[src/rtl/sipo_deser.sv]
// sipo_deser: serial-in parallel-out deserializer.
//   Collects WIDTH bits (MSB first) while shift=1 and publishes each completed
//   word on a registered output guarded by a valid/ready handshake. A word that
//   completes while the previous one is still unaccepted is dropped, and the
//   sticky overrun flag is raised.
// Ports:
//   clk        rising-edge clock
//   rst        asynchronous active-low reset
//   shift      sample sin on this edge
//   sin        serial data, MSB first
//   clr        sync clear of the partial word and overrun (overrides shift)
//   out_ready  consumer accepts dout while out_valid=1
//   dout       completed word, stable while out_valid=1
//   out_valid  dout holds an unaccepted word
//   overrun    sticky: a completed word was dropped
//   bit_cnt    bits collected in the current partial word
module sipo_deser #(
  parameter int unsigned WIDTH = 4
) (
  input  logic                     clk,
  input  logic                     rst,
  input  logic                     shift,
  input  logic                     sin,
  input  logic                     clr,
  input  logic                     out_ready,
  output logic [WIDTH-1:0]         dout,
  output logic                     out_valid,
  output logic                     overrun,
  output logic [$clog2(WIDTH)-1:0] bit_cnt
);

  localparam int unsigned CW = $clog2(WIDTH);
  localparam logic [CW-1:0] LAST_CNT = CW'(WIDTH - 1);

  // Only the WIDTH-1 most recent bits need storing; the final bit goes
  // straight from sin into the output register.
  logic [WIDTH-2:0] shreg;
  logic [WIDTH-1:0] word;
  logic             complete;
  logic             transfer;

  always_comb begin
    word     = {shreg, sin};
    complete = shift && !clr && (bit_cnt == LAST_CNT);
    transfer = out_valid && out_ready;
  end

  always_ff @(posedge clk or negedge rst) begin
    if (!rst) begin
      shreg   <= '0;
      bit_cnt <= '0;
    end else if (clr) begin
      shreg   <= '0;
      bit_cnt <= '0;
    end else if (shift) begin
      shreg   <= word[WIDTH-2:0];
      bit_cnt <= (bit_cnt == LAST_CNT) ? '0 : bit_cnt + 1'b1;
    end
  end

  always_ff @(posedge clk or negedge rst) begin
    if (!rst) begin
      dout      <= '0;
      out_valid <= 1'b0;
    end else if (complete && (!out_valid || transfer)) begin
      dout      <= word;
      out_valid <= 1'b1;
    end else if (transfer) begin
      out_valid <= 1'b0;
    end
  end

  always_ff @(posedge clk or negedge rst) begin
    if (!rst) begin
      overrun <= 1'b0;
    end else if (clr) begin
      overrun <= 1'b0;
    end else if (complete && out_valid && !transfer) begin
      overrun <= 1'b1;
    end
  end

endmodule

[config.mk]
export PLATFORM = sky130hd
export DESIGN_NAME = sipo_deser
export DESIGN_NICKNAME = d
export VERILOG_FILES = /design/src/rtl/sipo_deser.sv
export SDC_FILE = /design/constraint.sdc
export NUM_CORES = 1
export LEC_CHECK = 0
export CAP_MARGIN = 20
export CORE_AREA = 2 2 39 41
export CTS_CLUSTER_DIAMETER = 200
export DETAILED_ROUTE_END_ITERATION = 12
export DIE_AREA = 0 0 41 43
export GPL_TIMING_DRIVEN = 0
export SETUP_SLACK_MARGIN = 0.3
export SYNTH_ARGS = -nofsm -noshare
export SYNTH_HDL_FRONTEND = slang
export SYNTH_SLANG_ARGS = --single-unit
[constraint.sdc]
create_clock -name clk -period 1.6 [get_ports clk]
set_input_delay 0.4 -clock clk [delete_from_list [all_inputs] [get_ports clk]]
set_output_delay 0.4 -clock clk [all_outputs]
set_load 0.02 [all_outputs]
==> out/results.md, run 1 <==
| Parameter | This run | Unit |
|:---|:---|:---|
| Run status | complete, no violations | - |
| First-pass iteration count of the detailed router | 3 | - |
| Number of placed cells counting well taps | 62 | - |
| Relative slew slack | 0.670 | - |
| Antenna violations before repair | 0 | - |
| Slew Viols, Final | 0 | - |
| Startpoint of the worst hold path | clr | - |
| Setup slack of the critical path after layout | 0.233 | ns |
| Fin nets | 60 | - |
| H-Tree Level Count | 1 | - |
| Share of the clock period used by the worst path after layout | 0.854 | - |
| Overflow left after global routing | 0 | - |
| Gate family responsible for the most delay along the worst path | flip-flops | - |
| Critical path's slowest cell | sky130_fd_sc_hd__dfrtp_2 | - |
| FF-to-FF path depth | 4 | - |
| Number of different library cells in the post-synthesis netlist | 11 | - |
| Unrepaired setup endpoints after global routing | yes | - |
| Cell Area, Placed | 632 | um2 |
| Largest net degree at the start of global routing | 12 | - |
| Global-route wire length before repair | 1440 | um |
| Number of nets still failing antenna checks after routing | 0 | - |
| DIE AREA | 1760 | um2 |
| Number of hold-slack violations in the final timing report | 0 | - |
| Total global-route track usage | 0.129 | - |
| Final setup skew | 0.00186 | ns |
| Weighted congestion at the end of routability-driven global placement | 0.721 | - |
| Critical path arrival | 1.52 | ns |
| Clk root buf | sky130_fd_sc_hd__clkbuf_4 | - |
| Critical path cell sequence | ha_4 > nand2_4 > nor3_4 > mux2_4 | - |
| Sequential Power Share | 0.520 | - |
| Per-cell routed wire length | 13.3 | um |
| Worst path max stage delay | 0.40 | ns |
| End point of the worst hold path | bit_cnt[1]$_DFFE_PN0P_ | - |
| Flop2flop setup slack | 0.23 | ns |
| Count of maximum capacitance violations | 0 | - |
| Hold-fix buffers at CTS | 0 | - |
| Total power per unit cell area | 909 | nW/um2 |
| Fraction of final layout cells with drive strength greater than 1 | 0.481 | - |
| Die width | 41 | um |
| Share of power burned in the clock network | 0.330 | - |
| Number of standard-cell rows in the floorplan | 14 | - |
| Core occupancy in the finished layout | 0.467 | - |
| Area taken by flip-flops and latches | 278 | um2 |
| Register bit count reported by yosys | 11 | - |
| Max rail drop VDD | 511 | uV |
| Worst reg2reg path endpoint | dout[3]$_DFFE_PN0P_ | - |
| Number of inserted diodes | 0 | - |
| Logic gate share of total power | 0.151 | - |
| Worst Tran Pin Value | 0.493 | ns |
| Detail Placement HPWL | 638 | um |
| Category of the worst setup path capture point | register | - |
| Accumulated negative setup slack | 0 | ns |
| Kind of launch point of the worst setup path | register | - |
| Routed vias/inst | 4.66 | - |
| Fraction of the yosys area taken by sequential cells | 0.566 | - |
| Maximum clock path buffer count | 2 | - |
| Total number of clock tree sinks | 11 | - |
| Total routed wirelength | 903 | um |
| DRC violation count after routing | 0 | - |
| Critical path buffer and inverter count | 0 | - |
| Critical path data required time | 1.76 | ns |
| Worst slack, placed | -0.120 | ns |
| Net switching power | 0.000155 | W |
| Cell area after layout | 647 | um2 |
| Height of the chip | 43 | um |
| Worst Hold Path Cells | 2 | - |
| Via count of the first global-routing pass | 304 | - |
| Effective utilization at floorplan | 0.352 | - |
| Internal cell power | 0.000432 | W |
| Synth warnings | 0 | - |
| Count of fill cells added during filler insertion | 132 | - |
| Final instance count without filler cells | 68 | - |
| Most area-hungry cell type in the Yosys netlist | sky130_fd_sc_hd__dfrtp_1 | - |
| Worst hold path type | in2reg | - |
| Synthesized instance count | 35 | - |
| Min Clock Period, post-route | 1.37 | ns |
| Multi-input logic area | 216 | um2 |
| Clock tree from TritonCTS | yes | - |
| Post-Syn Nets | 42 | - |
| Switching Fraction | 0.264 | - |
| Register clock-pin slew on the reported worst setup and hold paths | 0.07 | ns |
| Largest fanout on the critical path | 4 | - |
| Reg-to-Reg Start | bit_cnt[1]$_DFFE_PN0P_ | - |
| Placeable core area | 1380 | um2 |
| Finish-stage setup viols | 0 | - |
| Mapped Area | 487 | um2 |
| Leak pwr | 0.333 | nW |
| Synth top area share | 0.566 | - |
| Buffers added on ports | 11 | - |
| Number of buffers added by the clock tree synthesis step | 3 | - |
| Dominant cells by area after synthesis | sky130_fd_sc_hd__dfrtp_1 57%, sky130_fd_sc_hd__mux2i_1 10%, sky130_fd_sc_hd__mux2_2 9.3%, sky130_fd_sc_hd__nor2_1 5.4%, sky130_fd_sc_hd__buf_6 4.6% | - |
| Category of the critical setup timing path | reg2reg | - |
| Highest attainable clock frequency | 732 | MHz |
| Iteration-0 DRC Markers | 2 | - |
| Routed via count | 317 | - |
| Synthesis-to-finish area growth | 32.9 | % |
| Skew-Pair Late Insertion Delay | 0.27 | ns |
| I/O pin count | 14 | - |
| Mapped Avg Cell Area | 13.9 | um2 |
==> flip-flops by register name, indices dropped and copies added (netlist names) <==
signal     cells
shreg          3
out_valid      1
bit_cnt        2
dout           4
overrun        1
==> stage by stage <==
stage	power [W]	hold WS (ns)
finish	0.000588	0.319
global route	0.000613	0.323
CTS	0.000593	0.318
detailed placement	0.000407	0.487
global placement	0.000403	0.476
floorplan	0.000361	0.104
==> final cells by class <==
class / count / share of cell area
Timing Repair Buffer: 13 / 0.130
Clock buffer: 4 / 0.0406
Multi-Input combinational cell: 22 / 0.335
Buffer: 2 / 0.0348
Sequential cell: 11 / 0.429
Tap cell: 16 / 0.0309
==> what timing repair did <==
| action | 4_1_cts | 5_1_grt |
|---|---|---|
| gates resized for setup | 36 | 1 |
| setup buffers | 2 | 0 |
| pin swaps | 2 | 0 |
| setup endpoints to repair | 12 | 5 |
==> cell usage in the layout (no fill, tap or decap), drive strengths merged <==
master / netlist / layout
clkdlybuf4s50: 0 / 2
dlygate4sd2: 0 / 1
clkbuf: 0 / 4
nand2: 1 / 1
dfrtp: 11 / 11
mux2: 4 / 4
ha: 1 / 1
nor2b: 1 / 1
a31oi: 1 / 1
mux2i: 5 / 5
nor3: 1 / 1
buf: 2 / 12
nor2: 7 / 7
o21bai: 1 / 1
==> worst max-delay path by stage <==
stage | from | endpoint | slack (ns) | depth (start not counted)
final | bit_cnt[1]$_DFFE_PN0P_ | dout[3]$_DFFE_PN0P_ | 0.23 | 4
after global routing | bit_cnt[0]$_DFFE_PN0P_ | dout[3]$_DFFE_PN0P_ | 0.19 | 4
after CTS | bit_cnt[0]$_DFFE_PN0P_ | dout[3]$_DFFE_PN0P_ | 0.23 | 4
after detailed placement | out_ready | dout[3]$_DFFE_PN0P_ | -0.12 | 4
after global placement | out_ready | dout[1]$_DFFE_PN0P_ | -0.1 | 4
after floorplan | bit_cnt[0]$_DFFE_PN0P_ | dout[0]$_DFFE_PN0P_ | 0.30 | 4
==> logic make-up (layout without fill, tap and decap cells) <==
family | after synthesis | in the layout | synth area share
AND/OR/NAND/NOR | 10 | 10 | 0.139
flip-flops | 11 | 11 | 0.566
multiplexers | 9 | 9 | 0.195
adder cells (fa/ha/maj) | 1 | 1 | 0.0257
AO/OA/AOI/OAI | 2 | 2 | 0.0283
buffers and inverters | 2 | 19 | 0.0463
==> metal layers <==
metal,track usage,wire length [um]
met5,0,0
met4,0.100,30
met3,0.0471,61
met2,0.175,422
met1,0.156,388
==> cell usage after synthesis <==
master                     number
sky130_fd_sc_hd__dfrtp_1       11
sky130_fd_sc_hd__nor2_1         7
sky130_fd_sc_hd__mux2i_1        5
sky130_fd_sc_hd__mux2_2         4
sky130_fd_sc_hd__buf_6          2
sky130_fd_sc_hd__a31oi_1        1
sky130_fd_sc_hd__ha_1           1
sky130_fd_sc_hd__nand2_4        1
sky130_fd_sc_hd__nor2b_4        1
sky130_fd_sc_hd__nor3_4         1
sky130_fd_sc_hd__o21bai_1       1
==> power groups by stage <==
stage | combinational (W) | sequential, W | clock [W]
global placement | 0.0000933 | 0.000310 | 0
global route | 0.0000986 | 0.000307 | 0.000208
detailed placement | 0.0000961 | 0.000311 | 0
finish | 0.0000885 | 0.000306 | 0.000194
floorplan | 0.0000363 | 0.000325 | 0
CTS | 0.0000918 | 0.000305 | 0.000196
(Power assumes the default switching activity.)
==> inputs of run 2 (changes only) <==
Settings changed: CTS_CLUSTER_DIAMETER 200 to unset.
==> results of run 2 <==
No change in the layout: final DEF, timing and power equal those of run 1.
==> inputs of run 3 (changes only) <==
Settings changed: CAP_MARGIN 20 to 5, SETUP_SLACK_MARGIN 0.3 to unset, SLEW_MARGIN set to 20.
==> run 3 against run 2 <==
Effect of this change:
- flip-flop and latch count is the same
- combinational power fell by 5.1%
- power down 2.7%
- utilization fell by 0.99 points
- critical path depth is the same
- cell count fell by 2.9%
- global-route usage decreased by 1.5 points
- critical endpoint is now dout[2]$_DFFE_PN0P_
==> out/results.md, run 3 (synthesis results as in run 1) <==
| Parameter | This run | Unit | Change |
|:---|:---|:---|:---|
| Run status | complete, no violations | - |  |
| Synthesis-to-finish area growth | 30.1 | % |  |
| Skew-Pair Late Insertion Delay | 0.26 | ns | about the same |
| Number of placed cells counting well taps | 62 | - | unchanged |
| Die width | 41 | um | unchanged |
| Core occupancy in the finished layout | 0.458 | - | -0.00994 |
| Share of the clock period used by the worst path after layout | 0.888 | - | +0.0335 |
| Iteration-0 DRC Markers | 2 | - | unchanged |
| Hold-fix buffers at CTS | 0 | - | unchanged |
| Number of buffers added by the clock tree synthesis step | 3 | - | unchanged |
| Largest net degree at the start of global routing | 12 | - | unchanged |
| Fraction of final layout cells with drive strength greater than 1 | 0.240 | - | -0.241 |
| Flop2flop setup slack | 0.21 | ns | -0.02 ns |
| Per-cell routed wire length | 11.7 | um | -12% |
| Share of power burned in the clock network | 0.326 | - | -0.004 |
| Largest fanout on the critical path | 4 | - | unchanged |
| I/O pin count | 14 | - | unchanged |
| Most utilized layer in the global route result | met2 | - |  |
| Effective utilization at floorplan | 0.352 | - | unchanged |
| Total power per unit cell area | 903 | nW/um2 | -0.59% |
| Number of inserted diodes | 0 | - | unchanged |
| Worst hold path type | in2reg | - |  |
| Number of nets still failing antenna checks after routing | 0 | - | unchanged |
| Worst hold slack after final layout | 0.327 | ns | +0.00864 ns |
| Weighted congestion at the end of routability-driven global placement | 0.702 | - | -2.6% |
| Met1 global-route usage | 0.134 | - | -0.0220 |
| Worst Tran Pin Value | 0.500 | ns | +0.00631 ns |
| Final setup skew | 0.00267 | ns | +0.000814 ns |
| Clock tree from TritonCTS | yes | - |  |
| DIE AREA | 1760 | um2 | unchanged |
| Sequential Power Share | 0.527 | - | +0.007 |
| Logic gate share of total power | 0.147 | - | -0.004 |
| Register clock-pin slew on the reported worst setup and hold paths | 0.07 | ns | about the same |
| Highest attainable clock frequency | 704 | MHz | -3.8% |
| Kind of launch point of the worst setup path | input port | - |  |
| Placeable core area | 1380 | um2 | unchanged |
| Met3 usage | 0.0471 | - | unchanged |
| Number of buffers inserted to repair setup after CTS | 0 | - | -2 |
| Number of hold-slack violations in the final timing report | 0 | - | unchanged |
| Slew Viols, Final | 0 | - | unchanged |
| Final instance count without filler cells | 66 | - | -2.9% |
| Biggest regs | dout: 4 flops, shreg: 3 flops, bit_cnt: 2 flops | - |  |
| Via count of the first global-routing pass | 303 | - | -0.33% |
| Antenna violations before repair | 0 | - | unchanged |
| Height of the chip | 43 | um | unchanged |
| Maximum clock path buffer count | 2 | - | unchanged |
| Total global-route track usage | 0.114 | - | -0.0149 |
| Net switching power | 0.000144 | W | -7.6% |
| Relative slew slack | 0.666 | - | -0.00422 |
| Number of standard-cell rows in the floorplan | 14 | - | unchanged |
| Register containing the most flip-flops in the final layout | dout | - |  |
| Flip-flop count of the largest register, all copies and words added | 4 | - | unchanged |
| Leak pwr | 0.340 | nW | +2.1% |
| Critical path data required time | 1.75 | ns | about the same |
| Count of maximum capacitance violations | 0 | - | unchanged |
| Total number of clock tree sinks | 11 | - | unchanged |
| Category of the worst setup path capture point | register | - |  |
| Total routed wirelength | 774 | um | -14% |
| Critical path arrival | 1.57 | ns | +0.05 ns |
| Min Clock Period, post-route | 1.42 | ns | +0.0536 ns |
| Overflow left after global routing | 0 | - | unchanged |
| Routed via count | 313 | - | -1.3% |
| H-Tree Level Count | 1 | - | unchanged |
| Fin nets | 58 | - | -3.3% |
| Finish-stage setup viols | 0 | - | unchanged |
| DRC violation count after routing | 0 | - | unchanged |
| Fraction of met2 tracks used by global routing | 0.169 | - | -0.00625 |
| Most used cells in the layout excluding fill and tap cells | 11 x sky130_fd_sc_hd__dfrtp_1, 8 x sky130_fd_sc_hd__dlygate4sd2_1, 7 x sky130_fd_sc_hd__nor2_1 | - |  |
| Buffers added on ports | 11 | - | unchanged |
| Routed vias/inst | 4.74 | - | +1.7% |
| Unrepaired setup endpoints after global routing | no | - |  |
| Internal cell power | 0.000428 | W | -0.95% |
| Clk root buf | sky130_fd_sc_hd__clkbuf_4 | - |  |
| Resized Gates After CTS | 8 | - | -78% |
| First-pass iteration count of the detailed router | 2 | - | -1 |
| Max rail drop VDD | 415 | uV | -19% |
| Category of the critical setup timing path | in2reg | - |  |
| Switching Fraction | 0.251 | - | -0.0132 |
| Global-route wire length before repair | 1300 | um | -9.6% |
| Commonest non-fill, non-tap cell in the layout | sky130_fd_sc_hd__dfrtp_1 | - |  |
| Detail Placement HPWL | 584 | um | -8.6% |
## run 3: cell count changes in the layout (fill, tap and decap cells not counted), sizes merged
cell,previous run,this run
dlygate4sd2,1,8
buf,12,2
clkdlybuf4s50,2,3
## run 3: final cells by class
| class | instances | area (um2) |
|---|---|---|
| plain buffers | 2 | 22.5 |
| clock buffers | 4 | 26.3 |
| fillers | 131 | 751 |
| multi-input cells | 22 | 189 |
| flip-flops and latches | 11 | 275 |
| well taps | 16 | 20.0 |
| repair buffers | 11 | 100 |
## run 3: path summary, 6_finish.rpt
check                                       start                      to  cells past startpoint
max                                     out_ready     dout[2]$_DFFE_PN0P_                      4
min                                           clr  bit_cnt[0]$_DFFE_PN0P_                      2
max reg2reg                bit_cnt[0]$_DFFE_PN0P_     dout[2]$_DFFE_PN0P_                      4
min reg2reg                   overrun$_DFFE_PN0P_     overrun$_DFFE_PN0P_                      2
max in group asynchronous                     rst     dout[1]$_DFFE_PN0P_                      1
min in group asynchronous                     rst  bit_cnt[1]$_DFFE_PN0P_                      1
## run 3: stage by stage
stage,setup WS [ns],TNS [ns],power (W),area (um2)
2_1_floorplan,0.169,0,0.000357,487
3_3_place_gp,-0.0978,-0.388,0.000398,617
3_5_place_dp,-0.115,-0.443,0.000401,617
4_1_cts,0.166,0,0.000576,633
5_1_grt,0.137,0,0.000599,633
6_report,0.180,0,0.000572,633
## run 3: power by group through the flow
stage	sequential (W)	clock [W]	combinational, W
finish	0.000301	0.000187	0.0000840
global route	0.000304	0.000204	0.0000915
CTS	0.000301	0.000189	0.0000855
detailed placement	0.000308	0	0.0000939
global placement	0.000307	0	0.0000916
floorplan	0.000322	0	0.0000348
## run 3: metal layers
metal | up-vias | routed length [um]
met1 | 153 | 327
met2 | 9 | 395
met5 | - | 0
met3 | 0 | 51
li1 | 151 | -
met4 | 0 | 0
## run 3: critical path, cell delays in order
cell and delay (ns):
sky130_fd_sc_hd__clkdlybuf4s50_1 0.50, sky130_fd_sc_hd__nor2b_4 0.06, sky130_fd_sc_hd__nor3_4 0.24, sky130_fd_sc_hd__mux2_2 0.37
